## src/rtl/theremin_vga_pkg.sv

```systemverilog
// Shared constants, types and helpers for the VGA framebuffer write path.
// Holds screen geometry, colour constants, the sink FSM state enum, the
// plot request payload and the linear address / visibility helpers.
package theremin_vga_pkg;

   localparam int unsigned H_RES      = 320;
   localparam int unsigned V_RES      = 240;
   localparam int unsigned FIFO_DEPTH = 4;
   localparam int unsigned ADDR_W     = 17;
   localparam int unsigned COLOUR_W   = 3;
   localparam int unsigned X_W        = 9;
   localparam int unsigned Y_W        = 8;
   localparam int unsigned DROP_W     = 8;
   localparam int unsigned FB_WORDS   = H_RES * V_RES;

   localparam logic [COLOUR_W-1:0] WHITE = COLOUR_W'(7);
   localparam logic [COLOUR_W-1:0] BLACK = COLOUR_W'(0);

   typedef enum logic [1:0] {
      S_IDLE  = 2'd0,
      S_DRAIN = 2'd1,
      S_FILL  = 2'd2,
      S_DONE  = 2'd3
   } sink_state_e;

   typedef struct packed {
      logic [X_W-1:0]      x;
      logic [Y_W-1:0]      y;
      logic [COLOUR_W-1:0] colour;
   } plot_req_t;

   // True when the request lands inside the visible area.
   function automatic logic on_screen(input plot_req_t r);
      return (r.x < X_W'(H_RES)) && (r.y < Y_W'(V_RES));
   endfunction

   // y*320 + x as two shifts and an add; result fits ADDR_W for visible pixels.
   function automatic logic [ADDR_W-1:0] pixel_addr(input plot_req_t r);
      return (ADDR_W'(r.y) << 8) + (ADDR_W'(r.y) << 6) + ADDR_W'(r.x);
   endfunction

endpackage

```

## src/rtl/pixel_fifo.sv

```systemverilog
// Small synchronous FIFO buffering plot requests.
// Ports: clock/reset (sync, active-high); push/wdata write side; pop/rdata_c
// read side (rdata_c shows the head entry); empty_c/full_c flags and count
// (entries currently held). Push and pop may coincide when full or empty.
module pixel_fifo #(
   parameter int unsigned WIDTH = 20,
   parameter int unsigned DEPTH = 4
) (
   input  logic                    clock,
   input  logic                    reset,
   input  logic                    push,
   input  logic [WIDTH-1:0]        wdata,
   input  logic                    pop,
   output logic [WIDTH-1:0]        rdata_c,
   output logic                    empty_c,
   output logic                    full_c,
   output logic [$clog2(DEPTH):0]  count
);

   localparam int unsigned PTR_W = $clog2(DEPTH);
   localparam int unsigned CNT_W = PTR_W + 1;

   logic [WIDTH-1:0] mem_q [DEPTH];
   logic [WIDTH-1:0] mem_d [DEPTH];
   logic [PTR_W-1:0] wr_ptr_q, wr_ptr_d;
   logic [PTR_W-1:0] rd_ptr_q, rd_ptr_d;
   logic [CNT_W-1:0] count_q, count_d;
   logic             push_ok_c, pop_ok_c;

   assign empty_c = (count_q == '0);
   assign full_c  = (count_q == CNT_W'(DEPTH));
   assign rdata_c = mem_q[rd_ptr_q];
   assign count   = count_q;

   // A push into a full FIFO is only legal when the head leaves the same cycle.
   always_comb begin
      push_ok_c = push && (!full_c || pop);
      pop_ok_c  = pop && !empty_c;
      mem_d     = mem_q;
      wr_ptr_d  = wr_ptr_q;
      rd_ptr_d  = rd_ptr_q;
      if (push_ok_c) begin
         mem_d[wr_ptr_q] = wdata;
         wr_ptr_d        = wr_ptr_q + PTR_W'(1);
      end
      if (pop_ok_c) begin
         rd_ptr_d = rd_ptr_q + PTR_W'(1);
      end
      count_d = count_q + CNT_W'(push_ok_c) - CNT_W'(pop_ok_c);
   end

   always_ff @(posedge clock) begin
      if (reset) begin
         wr_ptr_q <= '0;
         rd_ptr_q <= '0;
         count_q  <= '0;
      end else begin
         wr_ptr_q <= wr_ptr_d;
         rd_ptr_q <= rd_ptr_d;
         count_q  <= count_d;
      end
   end

   // Storage needs no reset: entries are only read once counted valid.
   always_ff @(posedge clock) begin
      mem_q <= mem_d;
   end

endmodule

```

## src/rtl/pixel_plot_sink.sv

```systemverilog
// Framebuffer write sink for the pixel-plot interface.
// Accepts (x, y, colour) plot requests into a small FIFO, converts visible
// pixels to linear addresses and writes them to the 320x240 3-bit framebuffer,
// counting and discarding off-screen pixels. A fill command drains pending
// plots, then paints every address with one colour.
// Ports: clock/reset (sync, active-high); plot/plotX/plotY/plotColour/plotReady
// request handshake; fillStart/fillColour/fillBusy/fillDone fill control;
// memAddress/memData/memWren framebuffer write port; dropCount off-screen count.
module pixel_plot_sink
   import theremin_vga_pkg::*;
(
   input  logic                clock,
   input  logic                reset,
   input  logic                plot,
   input  logic [X_W-1:0]      plotX,
   input  logic [Y_W-1:0]      plotY,
   input  logic [COLOUR_W-1:0] plotColour,
   output logic                plotReady,
   input  logic                fillStart,
   input  logic [COLOUR_W-1:0] fillColour,
   output logic                fillBusy,
   output logic                fillDone,
   output logic [ADDR_W-1:0]   memAddress,
   output logic [COLOUR_W-1:0] memData,
   output logic                memWren,
   output logic [DROP_W-1:0]   dropCount
);

   localparam int unsigned CNT_W     = $clog2(FIFO_DEPTH) + 1;
   localparam int unsigned REQ_W     = $bits(plot_req_t);
   localparam logic [ADDR_W-1:0] FILL_LAST = ADDR_W'(FB_WORDS - 1);

   sink_state_e         state_q, state_d;
   logic [COLOUR_W-1:0] fill_colour_q, fill_colour_d;
   logic [ADDR_W-1:0]   fill_cnt_q, fill_cnt_d;
   logic                fill_busy_q, fill_busy_d;
   logic                fill_done_q, fill_done_d;
   logic                plot_ready_q, plot_ready_d;
   logic                stage_valid_q, stage_valid_d;
   plot_req_t           stage_req_q, stage_req_d;
   logic                mem_wren_q, mem_wren_d;
   logic [ADDR_W-1:0]   mem_addr_q, mem_addr_d;
   logic [COLOUR_W-1:0] mem_data_q, mem_data_d;
   logic [DROP_W-1:0]   drop_cnt_q, drop_cnt_d;

   plot_req_t           push_req_c;
   plot_req_t           fifo_head_c;
   logic [REQ_W-1:0]    fifo_rdata_c;
   logic                fifo_push_c, fifo_pop_c;
   logic                fifo_empty_c, fifo_full_c;
   logic [CNT_W-1:0]    fifo_count;
   logic [CNT_W-1:0]    fifo_cnt_next_c;

   assign push_req_c  = '{x: plotX, y: plotY, colour: plotColour};
   assign fifo_head_c = plot_req_t'(fifo_rdata_c);

   pixel_fifo #(
      .WIDTH (REQ_W),
      .DEPTH (FIFO_DEPTH)
   ) u_fifo (
      .clock   (clock),
      .reset   (reset),
      .push    (fifo_push_c),
      .wdata   (REQ_W'(push_req_c)),
      .pop     (fifo_pop_c),
      .rdata_c (fifo_rdata_c),
      .empty_c (fifo_empty_c),
      .full_c  (fifo_full_c),
      .count   (fifo_count)
   );

   // Next-state, address stage, write port and fill sequencing.
   always_comb begin
      state_d       = state_q;
      fill_colour_d = fill_colour_q;
      fill_cnt_d    = fill_cnt_q;
      fill_busy_d   = fill_busy_q;
      fill_done_d   = 1'b0;
      stage_valid_d = 1'b0;
      stage_req_d   = stage_req_q;
      drop_cnt_d    = drop_cnt_q;
      mem_wren_d    = 1'b0;
      mem_addr_d    = mem_addr_q;
      mem_data_d    = mem_data_q;

      fifo_push_c = plot && plot_ready_q && !fifo_full_c;
      fifo_pop_c  = !fifo_empty_c;

      // Visibility is decided as the head leaves the FIFO; drops leave a bubble.
      if (fifo_pop_c) begin
         if (on_screen(fifo_head_c)) begin
            stage_valid_d = 1'b1;
            stage_req_d   = fifo_head_c;
         end else if (drop_cnt_q != '1) begin
            drop_cnt_d = drop_cnt_q + DROP_W'(1);
         end
      end

      if (stage_valid_q) begin
         mem_wren_d = 1'b1;
         mem_addr_d = pixel_addr(stage_req_q);
         mem_data_d = stage_req_q.colour;
      end

      case (state_q)
         S_IDLE: begin
            // fillBusy drops the cycle after the fillDone pulse.
            if (fill_done_q) begin
               fill_busy_d = 1'b0;
            end
            if (fillStart) begin
               fill_colour_d = fillColour;
               fill_busy_d   = 1'b1;
               state_d       = S_DRAIN;
            end
         end
         S_DRAIN: begin
            if (fifo_empty_c && !stage_valid_q) begin
               fill_cnt_d = '0;
               state_d    = S_FILL;
            end
         end
         S_FILL: begin
            mem_wren_d = 1'b1;
            mem_addr_d = fill_cnt_q;
            mem_data_d = fill_colour_q;
            fill_cnt_d = fill_cnt_q + ADDR_W'(1);
            if (fill_cnt_q == FILL_LAST) begin
               state_d = S_DONE;
            end
         end
         S_DONE: begin
            fill_done_d = 1'b1;
            state_d     = S_IDLE;
         end
         default: begin
            state_d = S_IDLE;
         end
      endcase

      // Registered ready reflects next-cycle state and occupancy.
      fifo_cnt_next_c = fifo_count + CNT_W'(fifo_push_c) - CNT_W'(fifo_pop_c);
      plot_ready_d    = (state_d == S_IDLE) && (fifo_cnt_next_c != CNT_W'(FIFO_DEPTH));
   end

   always_ff @(posedge clock) begin
      if (reset) begin
         state_q       <= S_IDLE;
         fill_colour_q <= BLACK;
         fill_cnt_q    <= '0;
         fill_busy_q   <= 1'b0;
         fill_done_q   <= 1'b0;
         plot_ready_q  <= 1'b0;
         stage_valid_q <= 1'b0;
         stage_req_q   <= '0;
         mem_wren_q    <= 1'b0;
         mem_addr_q    <= '0;
         mem_data_q    <= BLACK;
         drop_cnt_q    <= '0;
      end else begin
         state_q       <= state_d;
         fill_colour_q <= fill_colour_d;
         fill_cnt_q    <= fill_cnt_d;
         fill_busy_q   <= fill_busy_d;
         fill_done_q   <= fill_done_d;
         plot_ready_q  <= plot_ready_d;
         stage_valid_q <= stage_valid_d;
         stage_req_q   <= stage_req_d;
         mem_wren_q    <= mem_wren_d;
         mem_addr_q    <= mem_addr_d;
         mem_data_q    <= mem_data_d;
         drop_cnt_q    <= drop_cnt_d;
      end
   end

   assign plotReady  = plot_ready_q;
   assign fillBusy   = fill_busy_q;
   assign fillDone   = fill_done_q;
   assign memWren    = mem_wren_q;
   assign memAddress = mem_addr_q;
   assign memData    = mem_data_q;
   assign dropCount  = drop_cnt_q;

endmodule

```

## config.mk

```make
export PLATFORM = sky130hd
export DESIGN_NAME = pixel_plot_sink
export DESIGN_NICKNAME = d
export VERILOG_FILES = /design/src/rtl/theremin_vga_pkg.sv /design/src/rtl/pixel_fifo.sv /design/src/rtl/pixel_plot_sink.sv
export SDC_FILE = /design/constraint.sdc
export NUM_CORES = 1
export LEC_CHECK = 0
export CAP_MARGIN = 0
export CORE_MARGIN = 2
export CORE_UTILIZATION = 50
export CTS_CLUSTER_SIZE = 14
export DETAILED_ROUTE_END_ITERATION = 10
export PLACE_DENSITY_LB_ADDON = 0.05
export SYNTH_ARGS = -nofsm -noshare
export SYNTH_HDL_FRONTEND = slang
export SYNTH_SLANG_ARGS = --single-unit
```

## constraint.sdc

```tcl
create_clock -name clock -period 2.7 [get_ports clock]
set_input_delay 0.54 -clock clock [delete_from_list [all_inputs] [get_ports clock]]
set_output_delay 0.54 -clock clock [all_outputs]
set_load 0.02 [all_outputs]
```

; After elaboration in Yosys (flattened, before gate mapping)
; Cells that the tools add are included.
[word_totals]
output_inout_bits = 32
elab_cells = 93
regBits = 162
[op_classes]
bitwise_logic = 4
add_sub_neg = 10
mux = 22
order_cmp = 5
n_reduce_logical = 23
eq_ne = 8
[op_table]
columns = cell, count
row1 = 80-bit bitwise mux, 1
row2 = 20-bit two-way mux, 3
row3 = 17-bit two-way mux, 3
row4 = 20-bit binary-select mux with 2-bit select, 1
row5 = 20-bit demux with 2-bit select, 1
row6 = 17-bit case mux with 2 select lines, 1
row7 = 16-bit by 14-bit adder with 17-bit output, 1
row8 = 17-bit by 1-bit adder with 17-bit output (second input constant), 1
row9 = 17-bit by 9-bit adder with 17-bit output, 1
row10 = 17-bit == test (second input constant), 1
row11 = 9-bit less-than comparator (second input constant), 1
row12 = 8-bit by 1-bit adder with 8-bit output (second input constant), 1
row13 = 8-bit less-than comparator (second input constant), 1
row14 = 8-bit inequality test (second input constant), 1
row15 = 2-bit case mux with 4 select lines, 1
row16 = 2-bit AND reduction, 4
row17 = 1-bit logical AND, 7
row18 = 3-bit by 1-bit adder with 3-bit output, 2
row19 = 3-bit greater-or-equal comparator (second input constant), 2
row20 = 1-bit two-way mux, 6
row21 = 2-bit two-way mux, 3
row22 = 3-bit two-way mux, 2
row23 = 2-bit NOT with 3-bit output, 2
row24 = 2-bit nonzero test, 3
row25 = 15 further kinds, 22

; Longest topological paths before layout
; Gate-level depths: netlist of run 1.
[depth]
ltp_word = 8
ltp_mapped = 11

; Cells and area by module
; Synthesis of run 1 repeated with hierarchy kept, for this count alone.
[hier_totals]
hier_cells = 584
hier_area_um2 = 7031.7
[modules_own_cells]
columns = mod, n_inst, area_each_um2, cells_each, seq_area_each_um2
row1 = pixel_plot_sink, 1, 3702.3, 432, 1501.4
row2 = pixel_fifo, 1, 3329.4, 152, 2542.4

; Least setup slack after synthesis of run 1
; No wires, ideal clock.
[synth_timing]
path_kind = reg-to-reg
startpoint = register stage_req_q[3] (netlist name)
endpoint = register mem_addr_q[15] (netlist: memAddress[15])
stages_incl_launch_ff = 10
required_time_ns = 2.577
slack_ns = 0.318
path_buffers = 0
t_arrival_ns = 2.259
path_cell_list = dfxtp_1 -> inv_1 -> fa_1 -> inv_1 -> fa_1 -> a21oi_1 -> o211ai_1 -> o41ai_1 -> xor2_1 -> o21ai_0
[synth_via]
elab_chain_len = 4
[synth_lines]
columns = element, line
row1 = start: declaration, pixel_plot_sink.sv:40  ; plot_req_t stage_req_q, stage_req_d;
row2 = start signal: assignment, pixel_plot_sink.sv:168  ; stage_req_q <= stage_req_d;
row3 = 16-bit by 14-bit adder with 17-bit output, theremin_vga_pkg.sv:39  ; return (ADDR_W'(r.y) << 8) + (ADDR_W'(r.y) << 6) + ADDR_W'(r.x);
row4 = 17-bit by 9-bit adder with 17-bit output, theremin_vga_pkg.sv:39
row5 = 17-bit two-way mux, pixel_plot_sink.sv:99  ; if (stage_valid_q) begin
row6 = 17-bit two-way mux, pixel_plot_sink.sv:105  ; case (state_q)
row7 = end signal: assignment, pixel_plot_sink.sv:170  ; mem_addr_q <= mem_addr_d;
row8 = end: declaration, pixel_plot_sink.sv:42  ; logic [ADDR_W-1:0] mem_addr_q, mem_addr_d;
; No other way between the ends. The select of a mux whose other input is x is not followed.
; A chain may end at the register's enable or synchronous reset.

; Worst setup path after layout of run 1
; Ends and elaborated chain as after synthesis.

==> flow_metrics.py, run 1 <==
metrics = {
    "yosys": {
        "synth-xor-area-share_pct": 1.76,
        "synth_compound_area_share_pct": 8.47,
        "synth_top_family_by_area": "multiplexers",
        "synth_seq_cells": 162,
        "synthSimpleGateAreaFrac_pct": 11.2,
        "synthCells": 557,
        "yosysMostFrequentCell": "dfxtp_1",
        "ys_seq_area_share_pct": 57.9,
        "syn_nets": 612,
        "synthAdderAreaFrac_pct": 5.45,
        "ys.warnings.count": 0,
        "synth-edff-count": 80,
        "synthArstFlopShare_pct": 0,
        "ys.flop_type": "dfxtp_1",
        "synth_top_area_share_pct": 34.4,
        "synth.avg_cell_area_um2": 12.5,
        "synth_area_um2": 6980,
        "synthDistinctLibCells": 54,
        "ys_top_cells_by_count": "82 x dfxtp_1, 80 x edfxtp_1, 63 x nor2_1, 39 x mux2i_1, 26 x a21oi_1",
        "synth_mux_area_share_pct": 12.7,
        "yosys-top-cells-area": "edfxtp_1 34%, dfxtp_1 24%, mux2i_1 5.6%",
        "yosysTopAreaCell": "edfxtp_1",
    },
    "detailed_routing": {
        "drt-pass1-iter-count": 4,
        "routed_wl_um": 13700,
        "num_vias": 4515,
        "routed_via_density": 5.53,
        "remaining_drc_errors": 0,
        "drt_iter0_drc": 275,
        "route.antenna.remaining_nets": 0,
        "wire_per_inst_um": 16.8,
    },
    "power_and_ir_drop": {
        "vdd.ir_drop.worst_v": 0.000599,
        "p_per_area_nw_per_um2": 1010,
        "power_uw": 8520,
        "p_leak_uw": 0.00312,
    },
    "floorplanning": {
        "die_area_um2": 14900,
        "fp.dieH_um": 122,
        "rows": 43,
        "initial_core_util_pct": 50.7,
        "io_pins": 59,
        "die_w_um": 122,
        "coreArea_um2": 13800,
    },
    "timing": {
        "timing.slew.headroom_pct": 61.4,
        "fmax_mhz": 399,
        "hold_viol": 0,
        "fin_skew_ns": 0.00765,
        "finalCritPeriodShare_pct": 92.7,
        "finalSetupViolations": 0,
        "rsz0062_at_grt": "false",
        "maxSlewViolCount": 0,
        "setup_tns_ns": 0,
        "period_needed_ns": 2.50,
        "worst_pin_slew_ns": 0.575,
    },
    "grt": {
        "first_global_vias": 4459,
        "grt_max_degree": 45,
        "grt_pass1_wl_um": 22400,
        "antenna_found_initial": 0,
        "groute.usage.overall_pct": 19.7,
        "grt_overflow": 0,
    },
    "critical_path": {
        "critPathMaxFanout": 3,
        "required_ns": 3.01,
        "crit_type": "register to register",
        "r2r_end": "memAddress[15]$_SDFFE_PP0P_",
        "reg2reg_from": "stage_req_q[3]$_SDFFE_PP0P_",
        "cp-end-kind": "register",
        "critical_path_arrival_ns": 2.81,
        "r2r_cells": 9,
        "reg2reg_slack_ns": 0.20,
        "critPathLaunchType": "register",
    },
    "finish": {
        "final_nets": 678,
        "drive_gt1_share_pct": 10.2,
        "antenna_cells": 0,
        "area_growth_pct": 20.4,
        "final_cells": 816,
    },
    "clock_tree": {
        "path_clk_slew_ns": 0.06,
        "cts_buffer_depth": 2,
        "cts_sinks": 162,
        "cts-root-buf": "clkbuf_16",
        "cts_setup_buffers": 0,
        "cts_buffers": 17,
        "htreeDepth": 4,
        "cts_tree": "done",
        "clkLatencyLatePin_ns": 0.42,
        "cts_resized": 0,
        "cts_hold_buf": 0,
    },
    "hold_path": {
        "hp-start": "dropCount[6]$_SDFFE_PP0P_",
        "holdPathEnd": "dropCount[6]$_SDFFE_PP0P_",
        "hold_depth": 1,
        "worstHoldPathType": "register to register",
    },
    "run_status": {
        "status": "finished clean",
    },
    "placement": {
        "routabilityCongestion": 0.814,
        "port_buffers": 58,
        "place_inst": 784,
        "dpl.hpwl_um": 9370,
    },
    "job": {
        "max_cap_viol_count": 0,
    },
}
worst max-delay path, cell delays in order (launching register included):
cell and delay, ns:
dfxtp_1 0.37, inv_1 0.07, fa_1 0.53, inv_1 0.07
fa_1 0.45, a21oi_1 0.21, o211ai_1 0.16, o41ai_2 0.26
xor2_1 0.16, o21ai_0 0.09
cell usage in the layout (no fill, tap or decap), types with 7 or more instances in the layout:
cell type / netlist / final
inv_1: 14 / 14
and2_1: 11 / 11
nand2_1: 23 / 23
o21ai_0: 20 / 20
clkbuf_16: 0 / 17
clkdlybuf4s50_1: 0 / 57
nor3_1: 7 / 7
ha_1: 24 / 24
edfxtp_1: 80 / 80
nand3_1: 10 / 10
a211oi_1: 18 / 18
xnor2_1: 8 / 8
mux4_1: 9 / 9
mux4_2: 11 / 11
mux2i_1: 39 / 39
nand4_1: 10 / 10
buf_4: 0 / 10
dfxtp_1: 82 / 82
nor2_1: 63 / 63
a21oi_1: 26 / 26
state kept, by name, indices dropped and copies added, names as in the netlist:
name / cells
fillBusy: 1
u_fifo.mem_q: 80
stage_req_q: 20
memAddress: 17
memWren: 1
memData: 3
u_fifo.count: 3
plotReady: 1
fill_colour_q: 3
fill_cnt_q: 17
state_q: 2
stage_valid_q: 1
fillDone: 1
dropCount: 8
u_fifo.rd_ptr_q: 2
u_fifo.wr_ptr_q: 2
report_power, final:
part / internal, uW / leakage (uW) / switching, uW / total, uW
registers: 2980 / 0.00139 / 295 / 3280
logic: 1410 / 0.00146 / 1550 / 2960
clock network: 1280 / 0.000269 / 1000 / 2280
area by class of cell:
type / instances / area [um2]
Tap cell: 180 / 225
Sequential cell: 162 / 4040
Multi-Input combinational cell: 352 / 2770
Fill cell: 1153 / 5360
Timing Repair Buffer: 73 / 751
Inverter: 17 / 63.8
Clock buffer: 18 / 429
Clock inverter: 14 / 130
stage by stage:
| stage | worst slack [ns] | util [%] | cell area [um2] | hold WS (ns) |
|---|---|---|---|---|
| after global routing | 0.0181 | 61.1 | 8410 | 0.524 |
| after floorplan | 0.318 | - | 6980 | 0.461 |
| final | 0.196 | 61.1 | 8410 | 0.500 |
| after global placement | 0.206 | 56.9 | 7840 | 0.480 |
| after detailed placement | 0.149 | 56.9 | 7840 | 0.491 |
| after CTS | 0.119 | 61.0 | 8400 | 0.504 |
logic make-up after synthesis:
logic type	Yosys count
muxes	60
xor gates and xnor gates	14
and+or+nand+nor	157
DFF	162
buffers and inverters	43
AOI/OAI and AO/OA	93
adders and majority gates	28
how the worst max path moves through the flow:
| stage | start | to | slack, ns | cells after the start |
|---|---|---|---|---|
| 2_1_floorplan | stage_req_q[3]$_SDFFE_PP0P_ | memAddress[15]$_SDFFE_PP0P_ | 0.32 | 9 |
| 3_3_place_gp | stage_req_q[3]$_SDFFE_PP0P_ | memAddress[15]$_SDFFE_PP0P_ | 0.21 | 9 |
| 3_5_place_dp | stage_req_q[3]$_SDFFE_PP0P_ | memAddress[15]$_SDFFE_PP0P_ | 0.15 | 9 |
| 4_1_cts | stage_req_q[3]$_SDFFE_PP0P_ | memAddress[15]$_SDFFE_PP0P_ | 0.12 | 9 |
| 5_1_grt | stage_req_q[3]$_SDFFE_PP0P_ | memAddress[15]$_SDFFE_PP0P_ | 0.02 | 9 |
| 6_report | stage_req_q[3]$_SDFFE_PP0P_ | memAddress[15]$_SDFFE_PP0P_ | 0.20 | 9 |
layer usage:
layer	vias up	part of all wire, %	track usage, %
li1	2229	-	-
met3	16	3.6	4.21
met1	2183	46	25.6
met2	87	49	32.6
met4	0	1.8	7.40
met5	-	0	0
(Power assumes the default switching activity.)
==> inputs of run 2 (changes only) <==
- CORE_MARGIN: 2 -> default
==> run 2 against run 1 <==
Against the previous run: non-clock buffer count increased by 5; die area decreased by 3.2%; worst hold slack got worse by 0.0017 ns; combinational power increased by 2%; setup slack got worse by 0.029 ns; cell count increased by 0.12%; power increased by 1.4%; global-route usage increased by 1.3 points; sequential cell count unchanged; clock-buffer cell count increased by 3; wire length increased by 2.3%; critical endpoint unchanged.
==> flow_metrics.py, run 2 (synthesis results as in run 1) <==
metrics = {
    "detailed_routing": {
        "drt-pass1-iter-count": 5,
        "wire_per_inst_um": 17.1,
        "drt_iter0_drc": 293,
        "route.antenna.remaining_nets": 0,
        "remaining_drc_errors": 0,
        "routed_wl_um": 14000,
        "routed_via_density": 5.56,
        "num_vias": 4542,
    },
    "finish": {
        "regMostFlops": "u_fifo.mem_q",
        "final_nets": 683,
        "final_cell_mix": "82 x dfxtp_1, 80 x edfxtp_1, 63 x nor2_1",
        "area_growth_pct": 20.6,
        "antenna_cells": 0,
        "reg_top3": "u_fifo.mem_q: 80 flops, stage_req_q: 20 flops",
        "final_common_cell": "dfxtp_1",
        "drive_gt1_share_pct": 10.8,
        "largest_reg_flops": 80,
    },
    "timing": {
        "fin_hold_ws_ns": 0.498,
        "period_needed_ns": 2.53,
        "maxSlewViolCount": 0,
        "setup_tns_ns": 0,
        "worst_pin_slew_ns": 0.730,
        "fin_skew_ns": 0.00937,
        "finalCritPeriodShare_pct": 93.8,
        "timing.slew.headroom_pct": 51.3,
        "hold_viol": 0,
        "fmax_mhz": 395,
        "finalSetupViolations": 0,
        "rsz0062_at_grt": "false",
    },
    "clock_tree": {
        "cts_hold_buf": 0,
        "cts-root-buf": "clkbuf_16",
        "cts_buffers": 17,
        "cts_sinks": 162,
        "cts_tree": "done",
        "htreeDepth": 4,
        "path_clk_slew_ns": 0.06,
        "cts_buffer_depth": 2,
        "clkLatencyLatePin_ns": 0.43,
    },
    "critical_path": {
        "cp_slowest_stage_delay_ns": 0.54,
        "critPathMaxFanout": 3,
        "cp-end-kind": "register",
        "cp_num_buf_inv": 2,
        "crit_chain": "inv_1, fa_1, inv_1, fa_1, a21oi_1, o211ai_1, o41ai_2, xor2_1, o21ai_0",
        "slowest_stage": "fa_1",
        "required_ns": 3.01,
        "critPathLaunchType": "register",
        "crit_type": "register to register",
        "critical_path_arrival_ns": 2.84,
        "cp_top_family": "adder cells",
    },
    "job": {
        "max_cap_viol_count": 0,
    },
    "floorplanning": {
        "die_area_um2": 14400,
        "rows": 42,
        "die_w_um": 120,
        "coreArea_um2": 13500,
        "io_pins": 59,
        "initial_core_util_pct": 51.9,
        "fp.dieH_um": 120,
    },
    "power_and_ir_drop": {
        "vdd.ir_drop.worst_v": 0.000595,
        "p_per_area_nw_per_um2": 1030,
        "p_leak_uw": 0.00314,
    },
    "grt": {
        "first_global_vias": 4489,
        "grt_overflow": 0,
        "grt_pass1_wl_um": 22800,
        "grt_max_degree": 68,
        "groute.usage.overall_pct": 21.1,
        "antenna_found_initial": 0,
    },
    "placement": {
        "port_buffers": 58,
        "routabilityCongestion": 0.813,
        "dpl.hpwl_um": 9380,
    },
    "hold_path": {
        "worstHoldPathType": "register to register",
    },
    "run_status": {
        "status": "finished clean",
    },
}
run 2: per-stage QoR:
step           setup slack (ns)  cells  total power [uW]  area, um2  utilization (%)
6_report                  0.168    817              8640       8430             62.6
3_5_place_dp              0.119    785              6320       7840             58.3
3_3_place_gp              0.179    785              6270       7840             58.3
2_1_floorplan             0.318    557              5390       6980                -
5_1_grt                 0.00311    817              9160       8430             62.6
4_1_cts                  0.0903    817              8720       8420             62.6
run 2: layout make-up:
class,instances,area (um2)
sequential,162,4040
timing repair buffer,78,751
inverter,17,63.8
clock inverter,11,129
multi-input combinational,352,2770
tap,176,220
fill,1099,5030
clock buffer,21,450
run 2: path summary, 6_finish.rpt:
kind | startpoint | end | slack (ns) | cells past startpoint
worst min register to register | fillBusy$_SDFFE_PP0P_ | fillBusy$_SDFFE_PP0P_ | 0.50 | 2
worst min-delay path | fillBusy$_SDFFE_PP0P_ | fillBusy$_SDFFE_PP0P_ | 0.50 | 2
worst max-delay path | stage_req_q[3]$_SDFFE_PP0P_ | memAddress[15]$_SDFFE_PP0P_ | 0.17 | 9
worst max register to register | stage_req_q[3]$_SDFFE_PP0P_ | memAddress[15]$_SDFFE_PP0P_ | 0.17 | 9
run 2: worst min-delay path: cells and delay by family (launching register included):
kind | cells | cell delay (ns)
AO/OA/AOI/OAI | 1 | 0.07
flip-flops | 1 | 0.32
AND/OR/NAND/NOR | 1 | 0.08
run 2: what timing repair did:
item | in CTS | in global routing
setup endpoints to repair | 0 | 1
buffers inserted | 0 | 0
gates resized for setup | 0 | 1
run 2: routing by layer:
layer	up-vias	wire, um	global-route usage, %
met2	96	6600	33.1
met5	-	0	0
li1	2222	-	-
met4	0	262	8.05
met1	2200	6600	27.9
met3	24	530	5.57
run 2: report_power, final:
part | leakage [uW] | switching [uW] | internal, uW
Clock | 0.000268 | 963 | 1390
Combinational | 0.00148 | 1580 | 1440
Sequential | 0.00139 | 278 | 2980
==> inputs of run 3 (changes only) <==
- SYNTH_HIERARCHICAL: default -> 1
- clock period: 2.7 -> 3.3 ns (I/O delays scaled with it)
==> run 3 against run 2 <==
Against the previous run: clock power decreased by 19%; worst hold slack got worse by 0.035 ns; register-to-register slack improved by 0.53 ns; clock-buffer cell count decreased by 4; critical path type unchanged; design area decreased by 0.58%; highest routed layer unchanged; wire length decreased by 1.4%; largest cell class unchanged.
==> flow_metrics.py, run 3 <==
metrics = {
    "clock_tree": {
        "cts_tree": "done",
        "clkLatencyLatePin_ns": 0.42,
        "cts_sinks": 162,
        "cts_setup_buffers": 0,
        "cts_buffers": 17,
        "path_clk_slew_ns": 0.07,
        "cts-root-buf": "clkbuf_16",
        "cts_buffer_depth": 2,
        "htreeDepth": 4,
        "cts_hold_buf": 0,
        "cts_resized": 0,
    },
    "timing": {
        "fin_skew_ns": 0.00961,
        "fin_hold_ws_ns": 0.463,
        "setup_tns_ns": 0,
        "hold_viol": 0,
        "finalSetupViolations": 0,
        "period_needed_ns": 2.60,
        "fmax_mhz": 385,
        "worst_pin_slew_ns": 0.645,
        "rsz0062_at_grt": "false",
        "finalCritPeriodShare_pct": 78.8,
        "setup_slack_ns": 0.700,
        "maxSlewViolCount": 0,
        "timing.slew.headroom_pct": 57.0,
    },
    "power_and_ir_drop": {
        "seq_power_share_pct": 42.1,
        "swShare_pct": 32.1,
        "p_switching_uw": 1950,
        "p_clk_share_pct": 31.3,
        "p_per_area_nw_per_um2": 726,
        "p_leak_uw": 0.00296,
        "vdd.ir_drop.worst_v": 0.000437,
        "power.share.combinational_pct": 26.6,
        "p_int_uw": 4130,
    },
    "critical_path": {
        "r2r_cells": 13,
        "cp-endpoint": "u_fifo/count[2]$_SDFF_PP0_",
        "cp-startpoint": "u_fifo/count[1]$_SDFF_PP0_",
        "critical_path_arrival_ns": 2.94,
        "r2r_end": "u_fifo/count[2]$_SDFF_PP0_",
        "cp_num_buf_inv": 5,
        "cp-end-kind": "register",
        "crit_chain": "nor3_1, inv_1, inv_1, a21boi_2, inv_1, ha_1, inv_1, ha_1, inv_1, fa_1, xor2_1, and2_1, nor3_1",
        "slowest_stage": "dfxtp_1",
        "crit_top_cell": "inv_1",
        "cp_top_family": "adder cells",
        "critPathMaxFanout": 8,
        "reg2reg_from": "u_fifo/count[1]$_SDFF_PP0_",
        "path_depth": 13,
        "critPathLaunchType": "register",
        "crit_type": "register to register",
        "cp_slowest_stage_delay_ns": 0.51,
        "required_ns": 3.64,
        "reg2reg_slack_ns": 0.70,
    },
    "yosys": {
        "synthDistinctLibCells": 62,
        "synth_area_um2": 7030,
        "yosysTopAreaCell": "edfxtp_1",
        "synthArstFlopShare_pct": 0,
        "synth-edff-count": 80,
        "ys.flop_type": "dfxtp_1",
        "yosys-top-cells-area": "edfxtp_1 34%, dfxtp_1 23%, mux4_2 5.8%",
        "ys_top_cells_by_count": "82 x dfxtp_1, 80 x edfxtp_1, 58 x nand2_1, 49 x nor2_1, 39 x a21oi_1",
        "synth_top_area_share_pct": 34.2,
        "synth_seq_cells": 162,
        "synthCells": 584,
        "synth.avg_cell_area_um2": 12.0,
        "syn_nets": 640,
        "yosysMostFrequentCell": "dfxtp_1",
        "ys_seq_area_share_pct": 57.5,
        "ys.warnings.count": 6,
    },
    "run_status": {
        "status": "finished clean",
    },
    "grt": {
        "antenna_found_initial": 0,
        "groute.usage.overall_pct": 21.3,
        "grt_pass1_wl_um": 23700,
        "grt_max_degree": 55,
        "grt_overflow": 0,
        "first_global_vias": 4662,
    },
    "floorplanning": {
        "rows": 42,
        "fp.dieH_um": 121,
        "die_area_um2": 14500,
        "die_w_um": 121,
        "io_pins": 59,
        "initial_core_util_pct": 52.3,
        "coreArea_um2": 13500,
    },
    "detailed_routing": {
        "wire_per_inst_um": 16.5,
        "num_vias": 4602,
        "routed_wl_um": 13800,
        "routed_via_density": 5.49,
        "route.antenna.remaining_nets": 0,
        "drt-pass1-iter-count": 4,
        "drt_iter0_drc": 258,
        "remaining_drc_errors": 0,
    },
    "finish": {
        "final_cell_mix": "82 x dfxtp_1, 80 x edfxtp_1, 58 x nand2_1",
        "antenna_cells": 0,
        "reg_top3": "u_fifo/mem_q: 80 flops, stage_req_q: 20 flops",
        "post-route-util_pct": 62.3,
        "final_cells": 838,
        "regMostFlops": "u_fifo/mem_q",
        "drive_gt1_share_pct": 12.5,
        "final_nets": 705,
        "area_growth_pct": 19.1,
        "final_common_cell": "dfxtp_1",
        "largest_reg_flops": 80,
    },
    "placement": {
        "routabilityCongestion": 0.844,
        "port_buffers": 58,
        "place_inst": 806,
        "pre_cts_ws_ns": 0.303,
        "dpl.hpwl_um": 9650,
    },
    "job": {
        "max_cap_viol_count": 0,
    },
    "hold_path": {
        "worstHoldPathType": "register to register",
    },
}
==> run 3: cell type report <==
class                           count  area (um2)
Timing Repair Buffer               73         688
Fill cell                        1082        5080
Tap cell                          176         220
Clock inverter                     15         145
Sequential cell                   162        4040
Inverter                           24        90.1
Clock buffer                       17         425
Multi-Input combinational cell    371        2760
==> run 3: worst min path at each step <==
stage	depth (start not counted)	start	endpoint	slack [ns]
5_1_grt	2	stage_req_q[3]$_SDFFE_PP0P_	stage_req_q[3]$_SDFFE_PP0P_	0.50
2_1_floorplan	2	stage_req_q[0]$_SDFFE_PP0P_	stage_req_q[0]$_SDFFE_PP0P_	0.44
6_report	2	stage_req_q[11]$_SDFFE_PP0P_	stage_req_q[11]$_SDFFE_PP0P_	0.46
3_5_place_dp	2	stage_req_q[2]$_SDFFE_PP0P_	stage_req_q[2]$_SDFFE_PP0P_	0.46
4_1_cts	2	stage_req_q[2]$_SDFFE_PP0P_	stage_req_q[2]$_SDFFE_PP0P_	0.46
3_3_place_gp	2	stage_req_q[19]$_SDFFE_PP0P_	stage_req_q[19]$_SDFFE_PP0P_	0.45
==> run 3: worst reg2reg max path, delay by kind of cell (launching register included) <==
kind	cells	cell delay (ns)
adder cells (fa/ha/maj)	3	0.79
XOR/XNOR	1	0.16
AND/OR/NAND/NOR	3	0.43
flip-flops	1	0.51
buffers and inverters	5	0.49
AO/OA/AOI/OAI	1	0.14
==> run 3: logic make-up after synthesis <==
kind of cell	share of synthesized area, %
multiplexers	9.11
XOR/XNOR	2.37
adder cells (fa/ha/maj)	5.59
flip-flops	57.5
buffers and inverters	3.18
AO/OA/AOI/OAI	9.72
AND/OR/NAND/NOR	12.5
==> run 3: metal layers <==
layer	track usage, %	part of all wire (%)
met1	28.5	46
met2	34.3	49
met3	4.91	4.0
met4	7.10	0.94
met5	0	0
==> run 3: power by group through the flow <==
stage / combinational, uW / sequential [uW] / clock (uW)
2_1_floorplan: 1080 / 2620 / 0
3_5_place_dp: 1630 / 2610 / 0
4_1_cts: 1640 / 2560 / 1940
3_3_place_gp: 1600 / 2600 / 0
5_1_grt: 1820 / 2590 / 2040
6_report: 1620 / 2560 / 1900
==> run 3: metrics by stage <==
step,area (um2),power [uW]
floorplan,7030,3700
global route,8380,6450
global placement,7810,4200
finish,8380,6080
CTS,8380,6150
detailed placement,7810,4230
